==> src/rtl/riscv_store_buffer_if.sv <==
// Core-side and memory-side signal bundle for riscv_store_buffer.
// master: the core/memory environment; slave: the store buffer itself.
interface riscv_store_buffer_if #(
   parameter int unsigned AW = 32,
   parameter int unsigned DW = 32
);
   logic          CORE_WR_EN;
   logic          CORE_RD_EN;
   logic [AW-1:0] CORE_ADDR;
   logic [DW-1:0] CORE_WDATA;
   logic [DW-1:0] CORE_RDATA;
   logic          CORE_STALL;
   logic          MEM_GNT;
   logic          MEM_WR_EN;
   logic          MEM_RD_EN;
   logic [AW-1:0] MEM_ADDR;
   logic [DW-1:0] MEM_WDATA;
   logic [DW-1:0] MEM_RDATA;
   logic          FLUSH;
   logic          EMPTY;

   modport master (
      output CORE_WR_EN, CORE_RD_EN, CORE_ADDR, CORE_WDATA, MEM_GNT, MEM_RDATA, FLUSH,
      input  CORE_RDATA, CORE_STALL, MEM_WR_EN, MEM_RD_EN, MEM_ADDR, MEM_WDATA, EMPTY
   );

   modport slave (
      input  CORE_WR_EN, CORE_RD_EN, CORE_ADDR, CORE_WDATA, MEM_GNT, MEM_RDATA, FLUSH,
      output CORE_RDATA, CORE_STALL, MEM_WR_EN, MEM_RD_EN, MEM_ADDR, MEM_WDATA, EMPTY
   );
endinterface

==> src/rtl/riscv_store_buffer.sv <==
// Word-granular posted-store FIFO between the core data port and main memory.
// Stores retire into the buffer in one cycle and drain on cycles without a load;
// loads take priority and forward from the youngest matching buffered store.
// Optional macro STORE_BUF_STATS_EN adds saturating stall/forward/drain counters.
module riscv_store_buffer #(
   parameter int unsigned DEPTH = 4,
   parameter int unsigned AW    = 32,
   parameter int unsigned DW    = 32
) (
   input  logic                  CLK,
   input  logic                  RSTN,
   riscv_store_buffer_if.slave   bus
`ifdef STORE_BUF_STATS_EN
   ,
   output logic [31:0]           STAT_STALLS,
   output logic [31:0]           STAT_FWDS,
   output logic [31:0]           STAT_DRAINS
`endif
);

   localparam int unsigned PTR_W = (DEPTH > 1) ? $clog2(DEPTH) : 1;
   localparam int unsigned CNT_W = $clog2(DEPTH + 1);

   logic [AW-1:0]    addr_q [DEPTH];
   logic [DW-1:0]    data_q [DEPTH];
   logic [PTR_W-1:0] head_q;
   logic [PTR_W-1:0] tail_q;
   logic [CNT_W-1:0] count_q;

   logic             load_c;
   logic             full_c;
   logic             drain_c;
   logic             accept_c;
   logic             hit_c;
   logic [DW-1:0]    fwd_data_c;
   logic [PTR_W-1:0] idx_c;

   // A simultaneous store and load is illegal; the store wins and the load is dropped.
   assign load_c   = bus.CORE_RD_EN & ~bus.CORE_WR_EN;
   assign full_c   = (count_q == CNT_W'(DEPTH));
   assign drain_c  = ~load_c & (count_q != '0) & bus.MEM_GNT;
   assign accept_c = bus.CORE_WR_EN & ~bus.FLUSH & (~full_c | drain_c);

   // Forwarding search: walk oldest to youngest so the last match is the youngest.
   always_comb begin
      hit_c      = 1'b0;
      fwd_data_c = '0;
      idx_c      = head_q;
      for (int k = 0; k < int'(DEPTH); k++) begin
         idx_c = head_q + PTR_W'(k);
         if ((CNT_W'(k) < count_q) &&
             (addr_q[idx_c][AW-1:2] == bus.CORE_ADDR[AW-1:2])) begin
            hit_c      = 1'b1;
            fwd_data_c = data_q[idx_c];
         end
      end
   end

   // Core and memory port outputs for the current cycle.
   always_comb begin
      bus.MEM_WR_EN  = drain_c;
      bus.MEM_RD_EN  = load_c & bus.MEM_GNT;
      bus.MEM_ADDR   = '0;
      bus.MEM_WDATA  = '0;
      bus.CORE_RDATA = '0;
      bus.CORE_STALL = 1'b0;
      bus.EMPTY      = (count_q == '0);
      if (load_c) begin
         bus.MEM_ADDR   = bus.CORE_ADDR;
         bus.CORE_RDATA = hit_c ? fwd_data_c : bus.MEM_RDATA;
         bus.CORE_STALL = ~hit_c & ~bus.MEM_GNT;
      end else if (drain_c) begin
         bus.MEM_ADDR  = addr_q[head_q];
         bus.MEM_WDATA = data_q[head_q];
      end
      if (bus.CORE_WR_EN) begin
         bus.CORE_STALL = ~accept_c;
      end
   end

   // FIFO pointers and occupancy.
   always_ff @(posedge CLK) begin
      if (!RSTN) begin
         head_q  <= '0;
         tail_q  <= '0;
         count_q <= '0;
      end else begin
         if (drain_c)  head_q <= head_q + PTR_W'(1);
         if (accept_c) tail_q <= tail_q + PTR_W'(1);
         count_q <= count_q + CNT_W'(accept_c) - CNT_W'(drain_c);
      end
   end

   // Entry storage; contents are only meaningful inside the head..tail window.
   always_ff @(posedge CLK) begin
      if (RSTN && accept_c) begin
         addr_q[tail_q] <= bus.CORE_ADDR;
         data_q[tail_q] <= bus.CORE_WDATA;
      end
   end

`ifdef STORE_BUF_STATS_EN
   // Saturating event counters.
   always_ff @(posedge CLK) begin
      if (!RSTN) begin
         STAT_STALLS <= '0;
         STAT_FWDS   <= '0;
         STAT_DRAINS <= '0;
      end else begin
         if (bus.CORE_STALL && (STAT_STALLS != '1)) STAT_STALLS <= STAT_STALLS + 32'd1;
         if (load_c && hit_c && (STAT_FWDS != '1))  STAT_FWDS   <= STAT_FWDS + 32'd1;
         if (drain_c && (STAT_DRAINS != '1))        STAT_DRAINS <= STAT_DRAINS + 32'd1;
      end
   end
`endif

endmodule

==> src/flat_wrapper.sv <==
// flat-port wrapper written by rule: the top's interface ports become plain ports
module riscv_store_buffer_flat 
#(
   parameter int unsigned DEPTH = 4,
   parameter int unsigned AW    = 32,
   parameter int unsigned DW    = 32
)
  (CLK, RSTN, bus_CORE_WR_EN, bus_CORE_RD_EN, bus_CORE_ADDR, bus_CORE_WDATA, bus_MEM_GNT, bus_MEM_RDATA, bus_FLUSH, bus_CORE_RDATA, bus_CORE_STALL, bus_MEM_WR_EN, bus_MEM_RD_EN, bus_MEM_ADDR, bus_MEM_WDATA, bus_EMPTY);
  riscv_store_buffer_if #(.AW(AW), .DW(DW)) bus_i ();
  input  logic CLK;
  input  logic RSTN;
  input wire logic [$bits(bus_i.CORE_WR_EN)-1:0] bus_CORE_WR_EN;
  input wire logic [$bits(bus_i.CORE_RD_EN)-1:0] bus_CORE_RD_EN;
  input wire logic [$bits(bus_i.CORE_ADDR)-1:0] bus_CORE_ADDR;
  input wire logic [$bits(bus_i.CORE_WDATA)-1:0] bus_CORE_WDATA;
  input wire logic [$bits(bus_i.MEM_GNT)-1:0] bus_MEM_GNT;
  input wire logic [$bits(bus_i.MEM_RDATA)-1:0] bus_MEM_RDATA;
  input wire logic [$bits(bus_i.FLUSH)-1:0] bus_FLUSH;
  output wire logic [$bits(bus_i.CORE_RDATA)-1:0] bus_CORE_RDATA;
  output wire logic [$bits(bus_i.CORE_STALL)-1:0] bus_CORE_STALL;
  output wire logic [$bits(bus_i.MEM_WR_EN)-1:0] bus_MEM_WR_EN;
  output wire logic [$bits(bus_i.MEM_RD_EN)-1:0] bus_MEM_RD_EN;
  output wire logic [$bits(bus_i.MEM_ADDR)-1:0] bus_MEM_ADDR;
  output wire logic [$bits(bus_i.MEM_WDATA)-1:0] bus_MEM_WDATA;
  output wire logic [$bits(bus_i.EMPTY)-1:0] bus_EMPTY;
  assign bus_i.CORE_WR_EN = bus_CORE_WR_EN;
  assign bus_i.CORE_RD_EN = bus_CORE_RD_EN;
  assign bus_i.CORE_ADDR = bus_CORE_ADDR;
  assign bus_i.CORE_WDATA = bus_CORE_WDATA;
  assign bus_i.MEM_GNT = bus_MEM_GNT;
  assign bus_i.MEM_RDATA = bus_MEM_RDATA;
  assign bus_i.FLUSH = bus_FLUSH;
  assign bus_CORE_RDATA = bus_i.CORE_RDATA;
  assign bus_CORE_STALL = bus_i.CORE_STALL;
  assign bus_MEM_WR_EN = bus_i.MEM_WR_EN;
  assign bus_MEM_RD_EN = bus_i.MEM_RD_EN;
  assign bus_MEM_ADDR = bus_i.MEM_ADDR;
  assign bus_MEM_WDATA = bus_i.MEM_WDATA;
  assign bus_EMPTY = bus_i.EMPTY;
  riscv_store_buffer #(.DEPTH(DEPTH), .AW(AW), .DW(DW)) u_core (.CLK(CLK), .RSTN(RSTN), .bus(bus_i));
endmodule
==> config.mk <==
export PLATFORM = sky130hd
export DESIGN_NAME = riscv_store_buffer_flat
export DESIGN_NICKNAME = d
export VERILOG_FILES = /design/src/rtl/riscv_store_buffer_if.sv /design/src/rtl/riscv_store_buffer.sv /design/src/flat_wrapper.sv
export SDC_FILE = /design/constraint.sdc
export NUM_CORES = 1
export LEC_CHECK = 0
export ABC_CLOCK_PERIOD_IN_PS = 7400
export BUFFER_PORTS_ARGS = -buffer_cell sky130_fd_sc_hd__buf_2
export CELL_PAD_IN_SITES_DETAIL_PLACEMENT = 1
export CELL_PAD_IN_SITES_GLOBAL_PLACEMENT = 2
export CORE_MARGIN = 1.5
export CORE_UTILIZATION = 44
export CTS_CLUSTER_DIAMETER = 100
export DETAILED_ROUTE_END_ITERATION = 8
export PLACE_DENSITY_LB_ADDON = 0.1
export SYNTH_ARGS = -nofsm -noshare
export SYNTH_HDL_FRONTEND = slang
export SYNTH_SLANG_ARGS = --single-unit
export TNS_END_PERCENT = 5
==> constraint.sdc <==
create_clock -name CLK -period 7.4 [get_ports CLK]
set_input_delay 1.48 -clock CLK [delete_from_list [all_inputs] [get_ports CLK]]
set_output_delay 1.48 -clock CLK [all_outputs]
set_load 0.02 [all_outputs]
==> flow_summary.toml, run 1 <==
[worst_setup_path]
path_buf_inv = 3
cp_common_cell = "buf_4"
critPathSlowestCell = "dfxtp_4"
cp-end-kind = "output pin"
critPathKind = "reg2out"
slowest_delay_ns = 0.92
required_ns = 5.92
cp_top_family = "simple AND/OR/NAND/NOR gates"
worstPathCellList = "buf_4 > mux4_2 > xor2_1 > nor4_1 > nand4b_1 > nor2b_4 > buf_4 > a211oi_2 > o32ai_2 > buf_2"
arrival_ns = 5.61
setup.worst_path.start_class = "register"
critPathMaxFanout = 44

[synth]
syn_area_per_cell_um2 = 12.27
synth_ff_type = "edfxtp_1"
synth_top_area_share_pct = 42.07
syn_area_um2 = 18270
synth_area_leaders = "edfxtp_1, mux2i_1, mux4_2"
yosys.area.top_type = "edfxtp_1"
yosysUniqueCellTypes = 68
syn-instance-count = 1489
yosysMostFrequentCell = "edfxtp_1"
synth_commonest_cells = "edfxtp_1, mux2i_1, mux4_2, a211oi_1, nand3_1"
async_reset_ff_share_pct = 0
yosysWarningCount = 0
synth_seq_cells = 265
syn_nets = 1600
synth-edff-count = 256
synth-seq-area-share_pct = 43.06

[floorplanning]
die_area_um2 = 42760
core_um2 = 40920
io_pins = 202
start_util_pct = 44.65
dieHeight_um = 206.8
row_count = 74
die_x_um = 206.8

[routing]
wirelength_mm = 58.13
drcViolationCount = 0
vias_per_cell = 6.239
dr_total_vias = 13550
post_drt_wl_per_cell_um = 26.76
drt.antenna.violating_nets = 0
drt_iter0_drc = 739
first_pass_iters = 5

[timing]
finClkSkew_ns = 0.02776
rsz0062_at_grt = "false"
finalSetupViolCount = 0
worst_slew_pin_slew_ns = 1.030
timing.fmax_mhz = 141.1
finalCritPeriodShare_pct = 95.76
period_minus_slack_ns = 7.086
holdWs_ns = 0.5745
hold_viol_final = 0
tns_ns = 0
slew_violations = 0
slew_headroom_pct = 30.69

[finish]
drive_above_1_share_pct = 27.09
num-fill-cells = 4244
fin_nets = 1727
syn2layout_area_growth_pct = 12.68

[placed_design]
io_buffers = 201
hpwl_mm = 39.51
gp_congestion = 0.9353

[cts]
cts_tree = "built"
clk_latency_ns = 0.55
postCtsResizedCells = 0
clock_path_buffers = 3
numClockSinks = 265
root_buffer = "clkbuf_16"
htreeDepth = 2
numCtsBuffers = 34
path_clk_slew_ns = 0.06
postCtsSetupBuffers = 0
holdBufCountCts = 0

[global_route]
grt_remaining_overflow = 0
grt_usage_pct = 27.21
grt_max_degree = 84
grt_pass1_wl_mm = 86.88
grt_pass1_vias = 14000
antenna_found_initial = 1

[power_and_ir_drop]
p_leak_nw = 6.560
power_per_cell_area_nw_per_um2 = 244.3
ir_worst_vdd_uv = 179.9

[min_path]
worstHoldPathType = "reg2reg"

[status]
status = "complete, no violations"

[job]
cap_violations = 0
kinds of logic (layout without fill, tap and decap cells):
kind of cell               after synthesis  after routing  share of synthesized area, %
xor gates and xnor gates               116            116                         5.560
adders and majority gates                9              9                        0.6574
other                                    0              1                             0
AOI/OAI and AO/OA                      316            316                         14.76
DFF                                    265            265                         43.06
muxes                                  312            312                         22.39
buffers and inverters                  198            348                         5.533
and+or+nand+nor                        273            273                         8.033
cells in the final DEF (no fill, tap or decap), drive strengths merged, types with 12 or more instances in the layout:
cell	Yosys	routed
xnor2	69	69
a211oi	102	102
inv	50	51
clkinv	2	12
nor2b	39	39
nand3	73	73
mux4	76	76
xor2	47	47
a32oi	32	32
a22o	21	21
nand4	15	15
and2	41	41
nand2	64	64
mux2i	228	228
a21oi	51	51
edfxtp	256	256
o21ai	25	25
o32ai	33	33
buf	92	237
clkbuf	54	44
final timing paths:
check               startpoint                 end  slack, ns  cells after the start
max                   register  bus_CORE_RDATA[20]       0.31                     10
min           u_core.tail_q[1]    u_core.tail_q[1]       0.57                      2
max reg2reg  u_core.count_q[1]   u_core.count_q[2]       4.07                     12
min reg2reg   u_core.tail_q[1]    u_core.tail_q[1]       0.57                      2
worst register-to-register path, stage by stage, from the launching register on:
cell and delay, ns:
dfxtp_1 0.42, inv_1 0.11, nand3_1 0.12, nand3_1 0.39, inv_2 0.68, buf_12 0.30, ha_1 0.27, inv_1 0.05
ha_1 0.13, inv_1 0.06, fa_1 0.40, xor2_1 0.16, and2_1 0.14
flip-flops by register name, summed over array words and instances, names as in the netlist, named ones only:
register	flops
u_core.addr_q	128
u_core.count_q	3
u_core.data_q	128
u_core.head_q	2
u_core.tail_q	2
metrics by stage:
step	total power [mW]	area [um^2]	setup slack (ns)	std cells	utilization [%]
after floorplan	2.928	18270	1.890	1489	-
after global placement	3.420	19510	0.9666	2112	47.67
after detailed placement	3.433	19510	0.9303	2112	47.67
after CTS	5.068	20580	0.4660	2171	50.30
after global routing	5.224	20590	0.2234	2172	50.31
final	5.030	20590	0.3139	2172	50.31
area by class of cell:
type / count / area (um^2) / area share [%]
clock inverter: 15 / 125.1 / 0.6078
tap: 532 / 665.6 / 3.233
sequential: 265 / 7883 / 38.29
multi-input combinational: 1026 / 9438 / 45.84
inverter: 52 / 195.2 / 0.9481
antenna: 1 / 2.502 / 0.01216
clock buffer: 44 / 952.2 / 4.625
timing repair buffer: 237 / 1326 / 6.442
power by group:
group | total, mW | switching, mW | leakage [nW] | internal, mW
registers | 1.82 | 0.126 | 2.39 | 1.69
clock network | 1.62 | 0.650 | 0.520 | 0.974
logic | 1.59 | 0.955 | 3.65 | 0.635
total | 5.03 | 1.73 | 6.56 | 3.30
layer usage:
| metal | vias to the layer above | part of all wire [%] | GRT usage, % |
|---|---|---|---|
| met5 | - | 0 | 0 |
| met4 | 0 | 3.4 | 10.38 |
| met1 | 7003 | 43 | 34.56 |
| met2 | 347 | 50 | 47.54 |
| met3 | 99 | 3.8 | 3.218 |
| li1 | 6102 | - | - |
No activity file was read; power rests on OpenSTA's default activity.
==> inputs of run 2 (changes only) <==
--- a/config.mk
+++ b/config.mk
@@ -9,7 +9,7 @@
 export BUFFER_PORTS_ARGS = -buffer_cell sky130_fd_sc_hd__buf_2
 export CELL_PAD_IN_SITES_DETAIL_PLACEMENT = 1
 export CELL_PAD_IN_SITES_GLOBAL_PLACEMENT = 2
-export CORE_MARGIN = 1.5
+export CORE_MARGIN = 3
 export CORE_UTILIZATION = 44
 export CTS_CLUSTER_DIAMETER = 100
 export DETAILED_ROUTE_END_ITERATION = 8
==> run 2 against run 1 <==
  * Cell count shrank 0.14%
  * Critical path depth up 2
  * Setup slack improved by 0.23 ns
  * Global-route usage down 1.1 points
  * Clock power shrank 4%
  * Clock skew fell by 0.017 ns
  * Worst hold slack better by 0.020 ns
  * Count of clock-buffer cells in the layout shrank 1
  * Die area increased by 2.9%
  * Critical path type unchanged
  * Critical endpoint is now bus_CORE_RDATA[8]
  * Largest power group unchanged
==> flow_summary.toml, run 2 (synthesis results as in run 1) <==
[worst_setup_path]
setup.worst_path.start_class = "register"
critPathMaxFanout = 49
arrival_ns = 5.38
cp-end-kind = "output pin"
timing.rr.end = "u_core.count_q[2]"
r2r_slack_ns = 4.06
critPathKind = "reg2out"
critical_path.startpoint = "u_core.head_q[1]"
required_ns = 5.92
r2r_cells = 12
reg2reg_from = "u_core.count_q[1]"

[floorplanning]
row_count = 74
die_x_um = 209.8
io_pins = 202
core_um2 = 40920
start_util_pct = 44.65
dieHeight_um = 209.8
die_area_um2 = 44010

[finish]
antenna_cells = 0
final_common_cell = "edfxtp_1"
syn2layout_area_growth_pct = 12.36
layout_common_cells = "edfxtp_1, mux2i_1, buf_2"
drive_above_1_share_pct = 27.12
fin_nets = 1724
largestRegisters = "u_core.addr_q (128), u_core.data_q (128), u_core.count_q (3)"
finalNonFillerCells = 2169

[timing]
slew_violations = 0
finalSetupViolCount = 0
worst_slew_pin_slew_ns = 1.185
period_minus_slack_ns = 6.856
finClkSkew_ns = 0.01041
tns_ns = 0
timing.fmax_mhz = 145.9
hold_viol_final = 0
rsz0062_at_grt = "false"
holdWs_ns = 0.5943
slew_headroom_pct = 21.03
finalCritPeriodShare_pct = 92.64

[global_route]
grt_max_degree = 97
grt_pass1_vias = 14190
grt_usage_pct = 26.08
grt_remaining_overflow = 0
grt_pass1_wl_mm = 88.49
antenna_found_initial = 3

[power_and_ir_drop]
ir_worst_vdd_uv = 263.7
p_leak_nw = 6.542
total_power_mw = 4.958
power_per_cell_area_nw_per_um2 = 241.5

[cts]
cts_tree = "built"
numCtsBuffers = 30
holdBufCountCts = 0
htreeDepth = 1
path_clk_slew_ns = 0.06
root_buffer = "clkbuf_16"
numClockSinks = 265
clock_path_buffers = 3
postCtsResizedCells = 0
clk_latency_ns = 0.57
postCtsSetupBuffers = 0

[min_path]
holdCritStartpoint = "u_core.tail_q[1]"
hold_depth = 2
worstHoldPathType = "reg2reg"
min_to = "u_core.tail_q[1]"

[routing]
dr_total_vias = 13450
wirelength_mm = 58.66
drcViolationCount = 0
vias_per_cell = 6.200
drt_iter0_drc = 949
first_pass_iters = 5
post_drt_wl_per_cell_um = 27.04
drt.antenna.violating_nets = 0

[job]
cap_violations = 0

[placed_design]
io_buffers = 201
placed_cells = 2113
hpwl_mm = 39.87
gp_congestion = 0.9015

[status]
status = "complete, no violations"
-- run 2: layout make-up --
cell class | count | area (um^2)
inverters | 52 | 195.2
fillers | 4241 | 20390
clock buffers | 43 | 820.8
flip-flops and latches | 265 | 7883
repair buffers | 238 | 1334
multi-input cells | 1026 | 9438
well taps | 532 | 665.6
clock inverters | 13 | 193.9
-- run 2: worst max-delay path by stage --
stage,endpoint,depth (start not counted)
floorplan,bus_CORE_RDATA[0],11
global placement,bus_CORE_RDATA[5],11
detailed placement,bus_CORE_RDATA[8],11
CTS,bus_CORE_RDATA[8],12
global route,bus_CORE_RDATA[1],11
finish,bus_CORE_RDATA[8],12
-- run 2: metal layers --
layer / wire (um) / track usage, % / part of all wire (%)
met1: 24600 / 33.37 / 42
met2: 29350 / 45.93 / 50
met3: 2473 / 2.915 / 4.2
met4: 2205 / 9.261 / 3.8
met5: 26 / 0 / 0.044
-- run 2: metrics by stage --
| stage | utilization, % | instance area, um^2 | worst slack [ns] |
|---|---|---|---|
| global placement | 47.69 | 19520 | 0.9171 |
| global route | 50.17 | 20530 | 0.3044 |
| floorplan | - | 18270 | 1.890 |
| finish | 50.17 | 20530 | 0.5443 |
| CTS | 50.17 | 20530 | 0.5290 |
| detailed placement | 47.69 | 19520 | 0.9166 |
-- run 2: critical path, cell delays in order (launching register included) --
cell and delay, ns:
dfxtp_4 0.61, buf_12 0.36, mux2i_1 0.48, mux2i_1 0.15
xor2_1 0.18, a2111oi_0 0.62, o2111ai_1 0.40, or2_2 0.45
nand2b_2 0.32, o21ai_4 0.32, buf_4 0.33, o32ai_2 0.29
buf_2 0.21
-- run 2: power by group --
group          switching, mW  total [mW]  internal [mW]  leakage [nW]
combinational          0.977        1.61          0.635          3.65
clock                  0.612        1.55          0.942         0.498
sequential             0.102        1.79           1.69          2.39
==> inputs of run 3 (changes only) <==
==> constraint.sdc (replaced) <==
create_clock -name CLK -period 7.4 [get_ports CLK]
set_input_delay 0.74 -clock CLK [delete_from_list [all_inputs] [get_ports CLK]]
set_output_delay 0.74 -clock CLK [all_outputs]
set_load 0.02 [all_outputs]
==> run 3 against run 2 <==
  * Count of clock-buffer cells in the layout decreased by 7
  * Register-to-register slack improved by 0.11 ns
  * Combinational power about the same
  * Fmax increased by 0.51%
  * Worst hold slack got worse by 0.21 ns
  * Total power decreased by 3.2%
  * Global-route usage increased by 0.12 points
  * Flip-flop and latch count unchanged
  * Setup slack improved by 0.035 ns
  * Wire length increased by 0.58%
  * Die area unchanged
  * Cell count decreased by 0.23%
==> flow_summary.toml, run 3 (synthesis results as in run 1) <==
[global_route]
grt_usage_pct = 26.20
antenna_found_initial = 2
grt_remaining_overflow = 0
grt_pass1_vias = 14000
grt_max_degree = 91
grt_pass1_wl_mm = 88.60

[worst_setup_path]
cp_common_cell = "buf_4"
critPathMaxFanout = 40
timing.rr.end = "u_core.count_q[2]"
arrival_ns = 6.08
r2r_slack_ns = 4.17
critPathKind = "reg2out"
cp-end-kind = "output pin"
required_ns = 6.66
reg2reg_from = "u_core.count_q[0]"
critPathSlowestCell = "a2111oi_0"
worstPathCellList = "buf_4 > mux4_2 > xnor2_1 > o21ai_0 > a2111oi_0 > nand4_1 > nand4b_1 > nor2b_4 > buf_4 > a211oi_1 > o32ai_1 > buf_2"
slowest_delay_ns = 1.08
setup.worst_path.start_class = "register"
r2r_cells = 11

[finish]
final_common_cell = "edfxtp_1"
final_util_pct = 49.75
fin_nets = 1720
drive_above_1_share_pct = 26.92
finalInstanceArea_um2 = 20360
largestRegisters = "u_core.addr_q (128), u_core.data_q (128), u_core.count_q (3)"
syn2layout_area_growth_pct = 11.43
finalNonFillerCells = 2164
layout_common_cells = "edfxtp_1, mux2i_1, buf_2"

[min_path]
hold_depth = 1
worstHoldPathType = "in2reg"
min_to = "u_core.data_q[0][1]"
holdCritStartpoint = "bus_CORE_WDATA[1]"

[power_and_ir_drop]
combPwrFrac_pct = 33.2
power.switching_mw = 1.691
power_per_cell_area_nw_per_um2 = 235.6
seqPwrFrac_pct = 37.7
ir_worst_vdd_uv = 182.1
p_leak_nw = 6.467
p_clk_share_pct = 29.1
p_int_mw = 3.107
switching_share_pct = 35.24
total_power_mw = 4.798

[floorplanning]
core_um2 = 40920
start_util_pct = 44.65
dieHeight_um = 209.8
die_x_um = 209.8
row_count = 74
io_pins = 202
die_area_um2 = 44010

[cts]
numCtsBuffers = 30
numClockSinks = 265
path_clk_slew_ns = 0.06
htreeDepth = 1
clock_path_buffers = 3
postCtsResizedCells = 0
root_buffer = "clkbuf_16"
clk_latency_ns = 0.58
holdBufCountCts = 0
postCtsSetupBuffers = 0
cts_tree = "built"

[timing]
setup_ws_ns = 0.5793
worst_slew_pin_slew_ns = 1.220
holdWs_ns = 0.3813
finalSetupViolCount = 0
timing.fmax_mhz = 146.6
finClkSkew_ns = 0.007239
rsz0062_at_grt = "false"
slew_violations = 0
hold_viol_final = 0
slew_headroom_pct = 16.57
tns_ns = 0
finalCritPeriodShare_pct = 92.17
period_minus_slack_ns = 6.821

[placed_design]
place_area_um2 = 19450
pre_cts_slack_ns = 1.300
gp_congestion = 0.9127
io_buffers = 201
placed_cells = 2109
hpwl_mm = 39.71

[routing]
drcViolationCount = 0
drt.antenna.violating_nets = 0
vias_per_cell = 6.255
drt_iter0_drc = 939
post_drt_wl_per_cell_um = 27.26
dr_total_vias = 13540
wirelength_mm = 59.00
first_pass_iters = 5

[status]
status = "complete, no violations"

[job]
cap_violations = 0
run 3: changes by cell type in the layout (fill, tap and decap cells not counted):
cell        previous run  this run
diode_2                0         1
clkinv_1               1         7
buf_12                 4         1
clkinvlp_4             0         1
clkinv_2               7        10
buf_4                 33        32
bufinv_16              5         1
clkbuf_1              12         5
inv_2                  1         0
run 3: how the worst max path moves through the flow:
stage / end / start
final: bus_CORE_RDATA[0] / register
after global routing: bus_CORE_RDATA[0] / register
after CTS: bus_CORE_RDATA[0] / register
after detailed placement: bus_CORE_RDATA[0] / register
after global placement: bus_CORE_RDATA[31] / register
after floorplan: bus_CORE_RDATA[0] / u_core.head_q[1]
run 3: layout make-up:
cell class	instances	area [um^2]
diodes	1	2.502
well taps	532	665.6
multi-input cells	1026	9438
clock buffers	36	794.5
fillers	4253	20560
repair buffers	234	1266
clock inverters	18	113.9
inverters	52	196.4
flip-flops and latches	265	7883
run 3: power groups by stage:
stage               clock [mW]  combinational (mW)  sequential (mW)
finish                    1.40                1.59             1.81
global route              1.49                1.70             1.82
CTS                       1.43                1.59             1.81
detailed placement           0                1.58             1.84
global placement             0                1.58             1.84
floorplan                    0                1.19             1.74
run 3: routing by layer:
layer | up-vias | track usage, % | share of wire [%]
met5 | - | 0 | 0
met4 | 0 | 9.353 | 3.6
met3 | 94 | 2.930 | 4.3
met2 | 360 | 45.41 | 50
met1 | 6995 | 34.14 | 42
li1 | 6087 | - | -
run 3: critical path: cells and delay by family, from the launching register on:
| family | cells | cell delay, ns |
|---|---|---|
| AO/OA/AOI/OAI | 4 | 1.69 |
| AND/OR/NAND/NOR | 3 | 1.10 |
| buffers and inverters | 3 | 1.05 |
| flip-flops | 1 | 0.91 |
| multiplexers | 1 | 0.56 |
| XOR/XNOR | 1 | 0.17 |
